[config.mk]
export PLATFORM = sky130hd
export DESIGN_NAME = freq_gate_sequencer
export DESIGN_NICKNAME = d
export VERILOG_FILES = /design/src/rtl/freq_gate_sequencer.sv
export SDC_FILE = /design/constraint.sdc
export NUM_CORES = 1
export LEC_CHECK = 0
export CORE_ASPECT_RATIO = 1.75
export CORE_MARGIN = 2
export CORE_UTILIZATION = 45
export CTS_CLUSTER_DIAMETER = 80
export DETAILED_ROUTE_END_ITERATION = 10
export HOLD_SLACK_MARGIN = 0.15
export PLACE_DENSITY = 0.7
export SYNTH_ARGS = -nofsm -noshare
export SYNTH_HDL_FRONTEND = slang
export SYNTH_SLANG_ARGS = --single-unit
[constraint.sdc]
create_clock -name sysClk -period 16.5 [get_ports sysClk]
set_input_delay 3.3 -clock sysClk [delete_from_list [all_inputs] [get_ports sysClk]]
set_output_delay 3.3 -clock sysClk [all_outputs]
set_load 0.05 [all_outputs]
[src/rtl/freq_gate_sequencer.sv]
// Equal-precision frequency-meter sequencer: opens/closes a counting gate on
// synchronized signal rising edges and publishes reference/signal counts.
module freq_gate_sequencer #(
  parameter int CNT_W       = 32,
  parameter int GATE_W      = 32,
  parameter int TIMEOUT_CYC = 50_000_000
) (
  input  logic              sysClk,
  input  logic              sysRst,
  input  logic              signal,
  input  logic              start,
  input  logic              stop,
  input  logic              continuous,
  input  logic [GATE_W-1:0] gateCycles,
  output logic              busy,
  output logic              done,
  output logic [CNT_W-1:0]  refCount,
  output logic [CNT_W-1:0]  sigCount,
  output logic              overflow,
  output logic              timeout
);

  localparam int IDLE_W = (TIMEOUT_CYC > 1) ? $clog2(TIMEOUT_CYC) : 1;
  localparam int CMP_W  = (CNT_W > GATE_W) ? CNT_W : GATE_W;
  localparam logic [IDLE_W-1:0] IDLE_LAST = IDLE_W'(TIMEOUT_CYC - 1);

  typedef enum logic [1:0] {S_IDLE, S_ARM, S_GATE} state_t;

  state_t              state_q, state_d;
  logic                sync1_q, sync2_q, hist_q;
  logic [GATE_W-1:0]   gL_q, gL_d;
  logic [IDLE_W-1:0]   idle_q, idle_d;
  logic [CNT_W-1:0]    refBuf_q, refBuf_d, sigBuf_q, sigBuf_d;
  logic                ovfBuf_q, ovfBuf_d;
  logic                done_q, done_d, timeout_q, timeout_d, overflow_q, overflow_d;
  logic [CNT_W-1:0]    refCount_q, refCount_d, sigCount_q, sigCount_d;

  logic                sigEdge, refSat, closeHit, idleHit;
  logic [CNT_W-1:0]    refNext, sigNext;
  logic [GATE_W-1:0]   gNew;

  // Both gate boundaries share the same synchronizer delay, so it cancels.
  assign sigEdge  = sync2_q & ~hist_q;
  assign refSat   = &refBuf_q;
  assign refNext  = refSat ? refBuf_q : refBuf_q + CNT_W'(1);
  assign sigNext  = sigBuf_q + CNT_W'(sigEdge);
  assign closeHit = sigEdge && (CMP_W'(refNext) >= CMP_W'(gL_q));
  assign idleHit  = !sigEdge && (idle_q == IDLE_LAST);
  assign gNew     = (gateCycles == '0) ? GATE_W'(1) : gateCycles;

  always_comb begin
    state_d    = state_q;
    gL_d       = gL_q;
    idle_d     = idle_q;
    refBuf_d   = refBuf_q;
    sigBuf_d   = sigBuf_q;
    ovfBuf_d   = ovfBuf_q;
    done_d     = 1'b0;
    timeout_d  = timeout_q;
    overflow_d = overflow_q;
    refCount_d = refCount_q;
    sigCount_d = sigCount_q;
    if (stop) begin
      state_d = S_IDLE;
    end else begin
      case (state_q)
        S_IDLE: if (start) begin
          gL_d    = gNew;
          idle_d  = '0;
          state_d = S_ARM;
        end
        S_ARM: begin
          if (idleHit) begin
            done_d    = 1'b1;
            timeout_d = 1'b1;
            state_d   = S_IDLE;
          end else if (sigEdge) begin
            refBuf_d = '0;
            sigBuf_d = '0;
            ovfBuf_d = 1'b0;
            idle_d   = '0;
            state_d  = S_GATE;
          end else begin
            idle_d = idle_q + IDLE_W'(1);
          end
        end
        S_GATE: begin
          idle_d = sigEdge ? '0 : idle_q + IDLE_W'(1);
          if (idleHit) begin
            done_d    = 1'b1;
            timeout_d = 1'b1;
            state_d   = S_IDLE;
          end else if (closeHit) begin
            refCount_d = refNext;
            sigCount_d = sigNext;
            overflow_d = ovfBuf_q | refSat;
            timeout_d  = 1'b0;
            done_d     = 1'b1;
            // The closing edge doubles as the next opening edge: no dead time.
            if (continuous) begin
              refBuf_d = '0;
              sigBuf_d = '0;
              ovfBuf_d = 1'b0;
              gL_d     = gNew;
            end else begin
              state_d = S_IDLE;
            end
          end else begin
            refBuf_d = refNext;
            sigBuf_d = sigNext;
            ovfBuf_d = ovfBuf_q | refSat;
          end
        end
        default: state_d = S_IDLE;
      endcase
    end
  end

  always_ff @(posedge sysClk or posedge sysRst) begin
    if (sysRst) begin
      state_q    <= S_IDLE;
      sync1_q    <= 1'b0;
      sync2_q    <= 1'b0;
      hist_q     <= 1'b0;
      gL_q       <= '0;
      idle_q     <= '0;
      refBuf_q   <= '0;
      sigBuf_q   <= '0;
      ovfBuf_q   <= 1'b0;
      done_q     <= 1'b0;
      timeout_q  <= 1'b0;
      overflow_q <= 1'b0;
      refCount_q <= '0;
      sigCount_q <= '0;
    end else begin
      state_q    <= state_d;
      sync1_q    <= signal;
      sync2_q    <= sync1_q;
      hist_q     <= sync2_q;
      gL_q       <= gL_d;
      idle_q     <= idle_d;
      refBuf_q   <= refBuf_d;
      sigBuf_q   <= sigBuf_d;
      ovfBuf_q   <= ovfBuf_d;
      done_q     <= done_d;
      timeout_q  <= timeout_d;
      overflow_q <= overflow_d;
      refCount_q <= refCount_d;
      sigCount_q <= sigCount_d;
    end
  end

  assign busy     = (state_q != S_IDLE);
  assign done     = done_q;
  assign refCount = refCount_q;
  assign sigCount = sigCount_q;
  assign overflow = overflow_q;
  assign timeout  = timeout_q;

endmodule

# Word level (Yosys, flattened, before mapping)
# Index checks and enable logic that the tools add are counted.
dict set report op_classes {
  n_addsub 3
  mul 0
  n_div 0
  n_lt_le_gt_ge 1
  n_eq_ne 16
  shift 0
  n_mux 43
  bitwise_logic 5
  n_reduce_logical 16
}
# cell count
set op_table {}
lappend op_table {{$mux W32} 13}
lappend op_table {{$pmux W32 S2} 3}
lappend op_table {{$mux W26} 3}
lappend op_table {{$pmux W26 S3} 1}
lappend op_table {{$add A32 B1 Y32} 1}
lappend op_table {{$add A32 B1 Y32 const B} 1}
lappend op_table {{$ge A32 B32 Y1} 1}
lappend op_table {{$logic_not A32 Y1} 1}
lappend op_table {{$reduce_and A32 Y1} 1}
lappend op_table {{$add A26 B1 Y26 const B} 1}
lappend op_table {{$eq A26 B26 Y1 const B} 1}
lappend op_table {{$reduce_and A4 Y1} 4}
lappend op_table {{$mux W2} 7}
lappend op_table {{$ne A2 B2 Y1 const B} 7}
lappend op_table {{$mux W1} 12}
lappend op_table {{$ne A4 B4 Y1 const B} 3}
lappend op_table {{$reduce_and A6 Y1} 2}
lappend op_table {{$ne A3 B3 Y1 const B} 3}
lappend op_table {{$pmux W1 S2} 3}
lappend op_table {{$pmux W2 S3} 1}
lappend op_table {{$reduce_bool A2 Y1} 3}
lappend op_table {{$not A1 Y1} 3}
lappend op_table {{$reduce_bool A3 Y1} 1}
lappend op_table {{$eq A2 B1 Y1 const B} 1}
lappend op_table {{other kinds (6)} 7}
dict set report word_totals {
  register_bits 195
  latch_bits 0
  mem_bits_rw 0
  mem_bits_ro 0
  output_inout_bits 68
  word_cells 98
  memories 0
}

# Depth between registers and ports, before layout
# Gate-level depths: netlist of the first run.
dict set report logic_depth {
  word_depth 8
  depth_mapped 19
}

# Worst setup path before layout of the first run
# No wires, ideal clock.
dict set report synth_path {
  path_kind {input -> register}
  startpoint {in stop}
  endpoint {reg sigBuf_q[2]}
  setup_time_ns 0.066
  arrival_time_ns 4.682
  required_time_ns 16.434
  slack_ns 11.752
  stages 7
  path_buffers 2
  path_cell_list {a31oi_2 -> nand3_1 -> or3_1 -> clkbuf_1 -> clkbuf_1 -> nor3b_1 -> a221o_1}
}
dict set report synth_via {
  elab_chain_len 2
}
# element line_no
set synth_lines {}
lappend synth_lines {{start, declared} 12} ;# input logic stop,
lappend synth_lines {{$not A1 Y1 (no line)} n/a}
lappend synth_lines {{$reduce_and A6 Y1 (no line)} n/a}
lappend synth_lines {{end signal, assigned} 143} ;# sigBuf_q <= sigBuf_d;
lappend synth_lines {{end, declared} 33} ;# logic [CNT_W-1:0] refBuf_q, refBuf_d, sigBuf_q, sigBuf_d;
# Every way passes these cells.
# A chain may end at the register's enable or synchronous reset.

# Worst setup path in the final report of the first run
dict set report layout_path {
  startpoint {reg refBuf_q[8]}
  endpoint {reg sigBuf_q[31]}
}
dict set report layout_via {
  elab_chain_len 7
}
# element line_no
set layout_lines {}
lappend layout_lines {{start, declared} 33}
lappend layout_lines {{start signal, assigned} 142} ;# refBuf_q <= refBuf_d;
lappend layout_lines {{$add A32 B1 Y32 / $reduce_and A32 Y1 (equally long branches)} {45, 44}}
lappend layout_lines {{$mux W32 *} 45} ;# assign refNext = refSat ? refBuf_q : refBuf_q + CNT_W'(1);
lappend layout_lines {{named net refNext[25]} 39} ;# logic [CNT_W-1:0] refNext, sigNext;
lappend layout_lines {{$ge A32 B32 Y1 *} 47} ;# assign closeHit = sigEdge && (CMP_W'(refNext) >= CMP_W'(gL_q));
lappend layout_lines {{$logic_and A1 B1 Y1 *} 47}
lappend layout_lines {{$mux W32} 93} ;# end else if (closeHit) begin
lappend layout_lines {{$mux W32} 89} ;# if (idleHit) begin
lappend layout_lines {{$pmux W32 S2} 66} ;# case (state_q)
# The timed path passes the listed nets; every way through them passes the cells marked *. The select of a mux whose other input is x is not followed.

==> flow_metrics.py, run 1 <==
metrics = {
    "synth": {
        "synth_top_family_by_area": "simple AND/OR/NAND/NOR gates",
        "post_synth_and_or_nand_nor_area_fraction_pct": 19.9,
        "yosysMostFrequentCell": "dfrtp_1",
        "ys_seq_elements": 195,
        "netlist-cell-type-count": 54,
        "synth_top_cell_by_area": "dfrtp_1",
        "synth-xor-area-share_pct": 4.85,
        "synth_top_area_share_pct": 46.6,
        "ys.flop_type": "dfrtp_1",
        "yosys-top-cells-area": "dfrtp_1 47%, ha_1 4.8%, nand2_1 3.8%",
        "synth-compound-area-share_pct": 13.8,
        "synth_common_cells": "195 x dfrtp_1, 107 x nand2_1, 72 x o21ai_0",
        "syn_area_mm2": 0.0105,
        "post_synth_inst_count": 1064,
        "syn-num-nets": 1142,
        "synth_edf_count": 0,
        "yosys_warnings": 0,
        "syn_area_per_cell_um2": 9.85,
        "async_reset_ff_share_pct": 100,
        "yosysSeqAreaShare_pct": 46.6,
        "synthAdderAreaFrac_pct": 4.77,
        "muxShareOfSynthArea_pct": 6.18,
    },
    "die": {
        "rows": 73,
        "die_h_um": 206,
        "initial_core_util_pct": 45.9,
        "ios": 106,
        "die_area_mm2": 0.0246,
        "core_area_mm2": 0.0228,
        "fp.dieW_um": 119,
    },
    "clock_tree": {
        "cts-resized-gates": 0,
        "cts_setup_buffers": 0,
        "cts_tree": "built",
        "insertion_delay_ns": 0.45,
        "clk_path_buf_depth": 2,
        "clock_sinks": 195,
        "cts_hold_buf": 0,
        "cts_root_buf": "clkbuf_16",
        "cts_buffers": 17,
        "htreeDepth": 4,
        "clk_pin_slew_ns": 0.07,
    },
    "run_status": {
        "outcome": "finished, final reports clean",
    },
    "place": {
        "portBuffers": 105,
        "dpl-instance-area_mm2": 0.0118,
        "hpwl_mm": 17.5,
        "dp.cells": 1425,
        "gp_congestion": 0.851,
    },
    "timing": {
        "slew_headroom_pct": 29.6,
        "fin_crit_ns": 5.66,
        "rsz0062_at_grt": "false",
        "period_share_pct": 34.3,
        "maxSlewViolCount": 0,
        "finalSetupViolations": 0,
        "worst_pin_slew_ns": 1.05,
        "fin_skew_ns": 0.0120,
        "setup_tns_ns": 0,
        "timing.fmax_ghz": 0.177,
        "final-hold-violation-count": 0,
    },
    "critical_path": {
        "setup.worst_path.end_class": "flip-flop",
        "worst-setup-path-type": "flip-flop to flip-flop",
        "start_kind": "flip-flop",
        "worstPathRequired_ns": 16.84,
        "path_buf_inv": 1,
        "cpMostUsedCell": "nor2_1",
        "critical-path-max-stage-delay_ns": 0.69,
        "cp_slowest_cell": "nor4_2",
        "cp_data_arrival_time_ns": 6.00,
        "path_max_fanout": 64,
        "cpLargestDelayFamily": "simple AND/OR/NAND/NOR gates",
        "crit_chain": "nand4_1, nor4_2, a31oi_1, nand3_1, nor2_1, xor2_1, ha_1, a21oi_1, o21ai_0, a221oi_1, o22ai_1, nor2_1, o21ai_4, buf_4, a221o_1",
    },
    "route": {
        "vias": 8252,
        "wl_mm": 24.8,
        "antenna_left": 0,
        "avgViaCountPerCell": 5.66,
        "drcViolationCount": 0,
        "first_pass_iters": 5,
        "wl_per_cell_um": 17.0,
        "drt_iter0_drc": 474,
    },
    "global_route": {
        "grt_pass1_vias": 8224,
        "grtUsageMet1_pct": 24.4,
        "track_usage_pct": 21.0,
        "grt_pass1_wl_mm": 41.3,
        "grt_antenna_before_repair": 0,
        "overflow": 0,
        "grt-busiest-layer": "met2",
        "grt_use_met3_pct": 3.81,
        "grt_max_degree": 125,
        "grtUsageMet2_pct": 37.7,
    },
    "finish": {
        "finish.instance_area_mm2": 0.0124,
        "final_cells": 1457,
        "diodes": 0,
        "finish.utilization_pct": 54.4,
        "area_growth_syn_to_layout_pct": 18.4,
        "finalNetCount": 1222,
        "drive_gt1_share_pct": 6.83,
    },
    "power_and_ir_drop": {
        "total_power_mw": 1.09,
        "irDropWorstVdd_uv": 59.0,
        "p_per_area_mw_per_mm2": 88.0,
        "p_leak_nw": 5.71,
    },
    "hold_path": {
        "hold_class": "flip-flop to flip-flop",
    },
    "job": {
        "maxCapViolCount": 0,
    },
}
==> per-layer routing <==
metal | vias up | wire length, µm | part of all wire (%)
met3 | 46 | 1010 | 4.1
met5 | - | 0 | 0
met2 | 197 | 13000 | 53
li1 | 4006 | - | -
met1 | 4003 | 9930 | 40
met4 | 0 | 776 | 3.1
==> placed cells by master (no fill, tap or decap), types with 24 or more instances in the layout <==
| cell type | synthesis | final |
|---|---|---|
| and3_1 | 43 | 43 |
| a221o_1 | 36 | 36 |
| xnor2_1 | 28 | 28 |
| clkdlybuf4s50_1 | 0 | 105 |
| nand4_1 | 25 | 25 |
| dfrtp_1 | 195 | 195 |
| xor2_1 | 30 | 30 |
| ha_1 | 40 | 40 |
| nand3_1 | 40 | 40 |
| mux2_1 | 30 | 30 |
| nor2_1 | 71 | 71 |
| inv_1 | 53 | 52 |
| nand2_1 | 107 | 107 |
| o21ai_0 | 72 | 72 |
| mux2_2 | 24 | 24 |
==> logic make-up after synthesis <==
logic type               count (synthesis)
buffers and inverters                  103
AND/OR/NAND/NOR                        406
flip-flops                             195
XOR/XNOR                                58
AO/OA/AOI/OAI                          204
adder cells (fa/ha/maj)                 40
multiplexers                            58
==> power breakdown <==
part           internal [mW]  leakage [nW]  switching [mW]
registers              0.504          2.64          0.0155
clock network          0.260         0.301           0.190
logic                 0.0495          2.76          0.0737
==> through the flow <==
step,hold slack [ns],setup WS [ns]
after floorplan,0.331,7.89
after global placement,0.334,10.84
after detailed placement,0.348,10.83
after CTS,0.363,10.81
after global routing,0.374,10.42
final,0.359,10.84
==> area by class of cell <==
class | count | area (µm²)
clock buffers | 19 | 443
clock inverters | 13 | 195
fillers | 2039 | 10400
inverters | 53 | 206
multi-input cells | 766 | 5220
flip-flops and latches | 195 | 4880
well taps | 300 | 375
repair buffers | 111 | 1100
==> worst paths after layout <==
check,depth (start not counted),endpoint,startpoint,slack (ns)
max in group asynchronous,3,refBuf_q[2]$_DFFE_PP0P_,sysRst,11.57
min in group asynchronous,2,gL_q[11]$_DFFE_PP0P_,sysRst,3.43
worst min register to register,0,sync2_q$_DFF_PP0_,sync1_q$_DFF_PP0_,0.36
worst max-delay path,15,sigBuf_q[31]$_DFFE_PP0P_,refBuf_q[8]$_DFFE_PP0P_,10.84
worst min-delay path,0,sync2_q$_DFF_PP0_,sync1_q$_DFF_PP0_,0.36
worst max register to register,15,sigBuf_q[31]$_DFFE_PP0P_,refBuf_q[8]$_DFFE_PP0P_,10.84
==> worst reg2reg max path: stages, from the launching register on <==
cell and delay, ns:
dfrtp_1 0.50, nand4_1 0.22, nor4_2 0.69, a31oi_1 0.55, nand3_1 0.47, nor2_1 0.13, xor2_1 0.27, ha_1 0.30
a21oi_1 0.13, o21ai_0 0.10, a221oi_1 0.41, o22ai_1 0.28, nor2_1 0.58, o21ai_4 0.10, buf_4 0.37, a221o_1 0.45
==> flip-flops by register name (all words and copies together) (netlist names), 2 cells and up <==
signal / cells
gL_q: 32
refBuf_q: 32
refCount: 32
sigCount: 32
state_q: 2
idle_q: 26
sigBuf_q: 32
No activity file was read; power rests on OpenSTA's default activity.
==> run 2, diff against run 1 <==
--- a/config.mk
+++ b/config.mk
@@ -11,7 +11,7 @@
 export CTS_CLUSTER_DIAMETER = 80
 export DETAILED_ROUTE_END_ITERATION = 10
 export HOLD_SLACK_MARGIN = 0.15
-export PLACE_DENSITY = 0.7
+export PLACE_DENSITY = 0.73
 export SYNTH_ARGS = -nofsm -noshare
 export SYNTH_HDL_FRONTEND = slang
 export SYNTH_SLANG_ARGS = --single-unit
==> constraint.sdc (replaced) <==
create_clock -name sysClk -period 4.7 [get_ports sysClk]
set_input_delay 0.94 -clock sysClk [delete_from_list [all_inputs] [get_ports sysClk]]
set_output_delay 0.94 -clock sysClk [all_outputs]
set_load 0.05 [all_outputs]
==> run 2 against run 1 <==
  * Non-clock buffer count is 22 higher
  * Fmax is 27% higher
  * Critical path depth is 4 higher
  * Power grew to 3.3 times the previous value
  * Flip-flop and latch count stayed put
  * Clock-buffer cell count is 5 higher
  * Core utilization is 0.68 points higher
  * Setup slack worse by 11 ns
  * Clock skew is 0.00056 ns higher
  * Register-to-register slack worse by 11 ns
  * Combinational power grew to 3.8 times the previous value
  * Largest cell class unchanged
  * Largest power group unchanged
==> flow_metrics.py, run 2 (synthesis results as in run 1) <==
metrics = {
    "run_status": {
        "outcome": "finished, final reports clean",
    },
    "power_and_ir_drop": {
        "p_leak_nw": 5.80,
        "irDropWorstVdd_uv": 206,
        "p_per_area_mw_per_mm2": 290,
        "total_power_mw": 3.65,
    },
    "place": {
        "dp.cells": 1444,
        "portBuffers": 105,
        "hpwl_mm": 18.6,
        "gp_congestion": 0.904,
    },
    "hold_path": {
        "hold_path_end": "sync2_q$_DFF_PP0_",
        "min_from": "sync1_q$_DFF_PP0_",
        "hold_depth": 0,
        "hold_class": "flip-flop to flip-flop",
    },
    "timing": {
        "finalSetupViolations": 0,
        "fin_skew_ns": 0.0126,
        "timing.fmax_ghz": 0.224,
        "setup_tns_ns": 0,
        "whs_ns": 0.349,
        "period_share_pct": 94.9,
        "maxSlewViolCount": 0,
        "final-hold-violation-count": 0,
        "worst_pin_slew_ns": 0.826,
        "rsz0062_at_grt": "false",
        "fin_crit_ns": 4.46,
        "slew_headroom_pct": 44.5,
    },
    "finish": {
        "layout_commonest_cell": "dfrtp_1",
        "final_cell_mix": "194 x dfrtp_1, 106 x nand2_1, 105 x clkdlybuf4s50_1",
        "final_cells": 1475,
        "finalNetCount": 1244,
        "diodes": 0,
        "area_growth_syn_to_layout_pct": 19.9,
        "drive_gt1_share_pct": 8.60,
    },
    "critical_path": {
        "r2r-end": "gL_q[10]$_DFFE_PP0P_",
        "path_max_fanout": 8,
        "setup.worst_path.end_class": "flip-flop",
        "worstPathRequired_ns": 5.01,
        "r2r_start": "refBuf_q[0]$_DFFE_PP0P_",
        "worst-setup-path-type": "flip-flop to flip-flop",
        "start_kind": "flip-flop",
        "reg2reg_slack_ns": 0.24,
        "reg2reg_depth": 19,
        "cp_data_arrival_time_ns": 4.78,
    },
    "die": {
        "fp.dieW_um": 119,
        "ios": 106,
        "die_h_um": 206,
        "rows": 73,
        "initial_core_util_pct": 45.9,
        "die_area_mm2": 0.0246,
        "core_area_mm2": 0.0228,
    },
    "route": {
        "drcViolationCount": 0,
        "vias": 8408,
        "wl_mm": 25.6,
        "first_pass_iters": 5,
        "avgViaCountPerCell": 5.70,
        "drt_iter0_drc": 481,
        "wl_per_cell_um": 17.4,
        "antenna_left": 0,
    },
    "clock_tree": {
        "cts_buffers": 17,
        "clk_pin_slew_ns": 0.07,
        "cts_root_buf": "clkbuf_16",
        "clk_path_buf_depth": 2,
        "cts_tree": "built",
        "insertion_delay_ns": 0.44,
        "clock_sinks": 195,
        "cts_hold_buf": 0,
        "htreeDepth": 4,
    },
    "global_route": {
        "grt_antenna_before_repair": 0,
        "grt_pass1_vias": 8191,
        "track_usage_pct": 21.3,
        "grt_max_degree": 91,
        "overflow": 0,
        "grt_pass1_wl_mm": 41.6,
    },
    "job": {
        "maxCapViolCount": 0,
    },
}
run 2: cell count changes in the layout (fill, tap and decap cells not counted), moves of 3 or more:
| cell | before | now |
|---|---|---|
| clkbuf_1 | 1 | 4 |
| buf_4 | 6 | 21 |
| inv_6 | 4 | 0 |
| buf_12 | 0 | 4 |
| bufinv_16 | 4 | 1 |
run 2: through the flow:
stage	cell area [µm²]	utilization, %	worst slack [ns]
2_1_floorplan	10500	-	0.366
3_3_place_gp	12000	52.4	0.202
3_5_place_dp	12000	52.4	0.0607
4_1_cts	12500	54.7	0.0946
5_1_grt	12600	55.0	0.00310
6_report	12600	55.0	0.238
run 2: layer usage:
layer	vias to the layer above	GRT usage (%)	share of wire, %
met5	-	0	0
met4	0	9.54	3.1
met3	46	3.59	3.1
met2	180	39.1	54
met1	4149	24.2	40
li1	4033	-	-
run 2: what timing repair did:
item / CTS / global route
resized for setup: 0 / 14
setup endpoints to repair: 0 / 145
setup buffers: 0 / 1
run 2: area by class of cell:
cell class                 instances  area, µm²
sequential                       195       4880
fill                            2073      10300
clock inverter                     4       52.6
tap                              300        375
timing repair buffer             133       1320
clock buffer                      24        482
multi-input combinational        766       5260
inverter                          53        203
run 2: worst max path at each step:
stage                       startpoint  slack, ns  cells past startpoint                   end
5_1_grt        refBuf_q[0]$_DFFE_PP0P_      0.003                     19  gL_q[10]$_DFFE_PP0P_
3_3_place_gp   refBuf_q[0]$_DFFE_PP0P_       0.20                     16  gL_q[18]$_DFFE_PP0P_
2_1_floorplan  refBuf_q[8]$_DFFE_PP0P_       0.37                     17   gL_q[0]$_DFFE_PP0P_
6_report       refBuf_q[0]$_DFFE_PP0P_       0.24                     19  gL_q[10]$_DFFE_PP0P_
4_1_cts        refBuf_q[0]$_DFFE_PP0P_       0.09                     16  gL_q[22]$_DFFE_PP0P_
3_5_place_dp   refBuf_q[0]$_DFFE_PP0P_       0.06                     16   gL_q[9]$_DFFE_PP0P_
run 2: power by group:
part           internal, mW  switching (mW)  leakage, nW
combinational         0.188           0.276         2.91
sequential             1.77          0.0555         2.64
clock                 0.761           0.598        0.250
total                  2.72           0.929         5.80
run 2: critical path, cell delays in order (launching register included):
cell and delay, ns:
dfrtp_2 0.41, ha_1 0.18, nand2_1 0.11, nor4b_4 0.39
a31oi_1 0.16, buf_4 0.18, and3_1 0.22, nand2_1 0.12
xor2_2 0.21, inv_1 0.07, ha_1 0.27, and4_1 0.20
and3_1 0.15, inv_1 0.10, a311oi_2 0.32, o21ai_1 0.17
a2111oi_4 0.30, buf_4 0.21, clkbuf_4 0.22, mux2_1 0.34
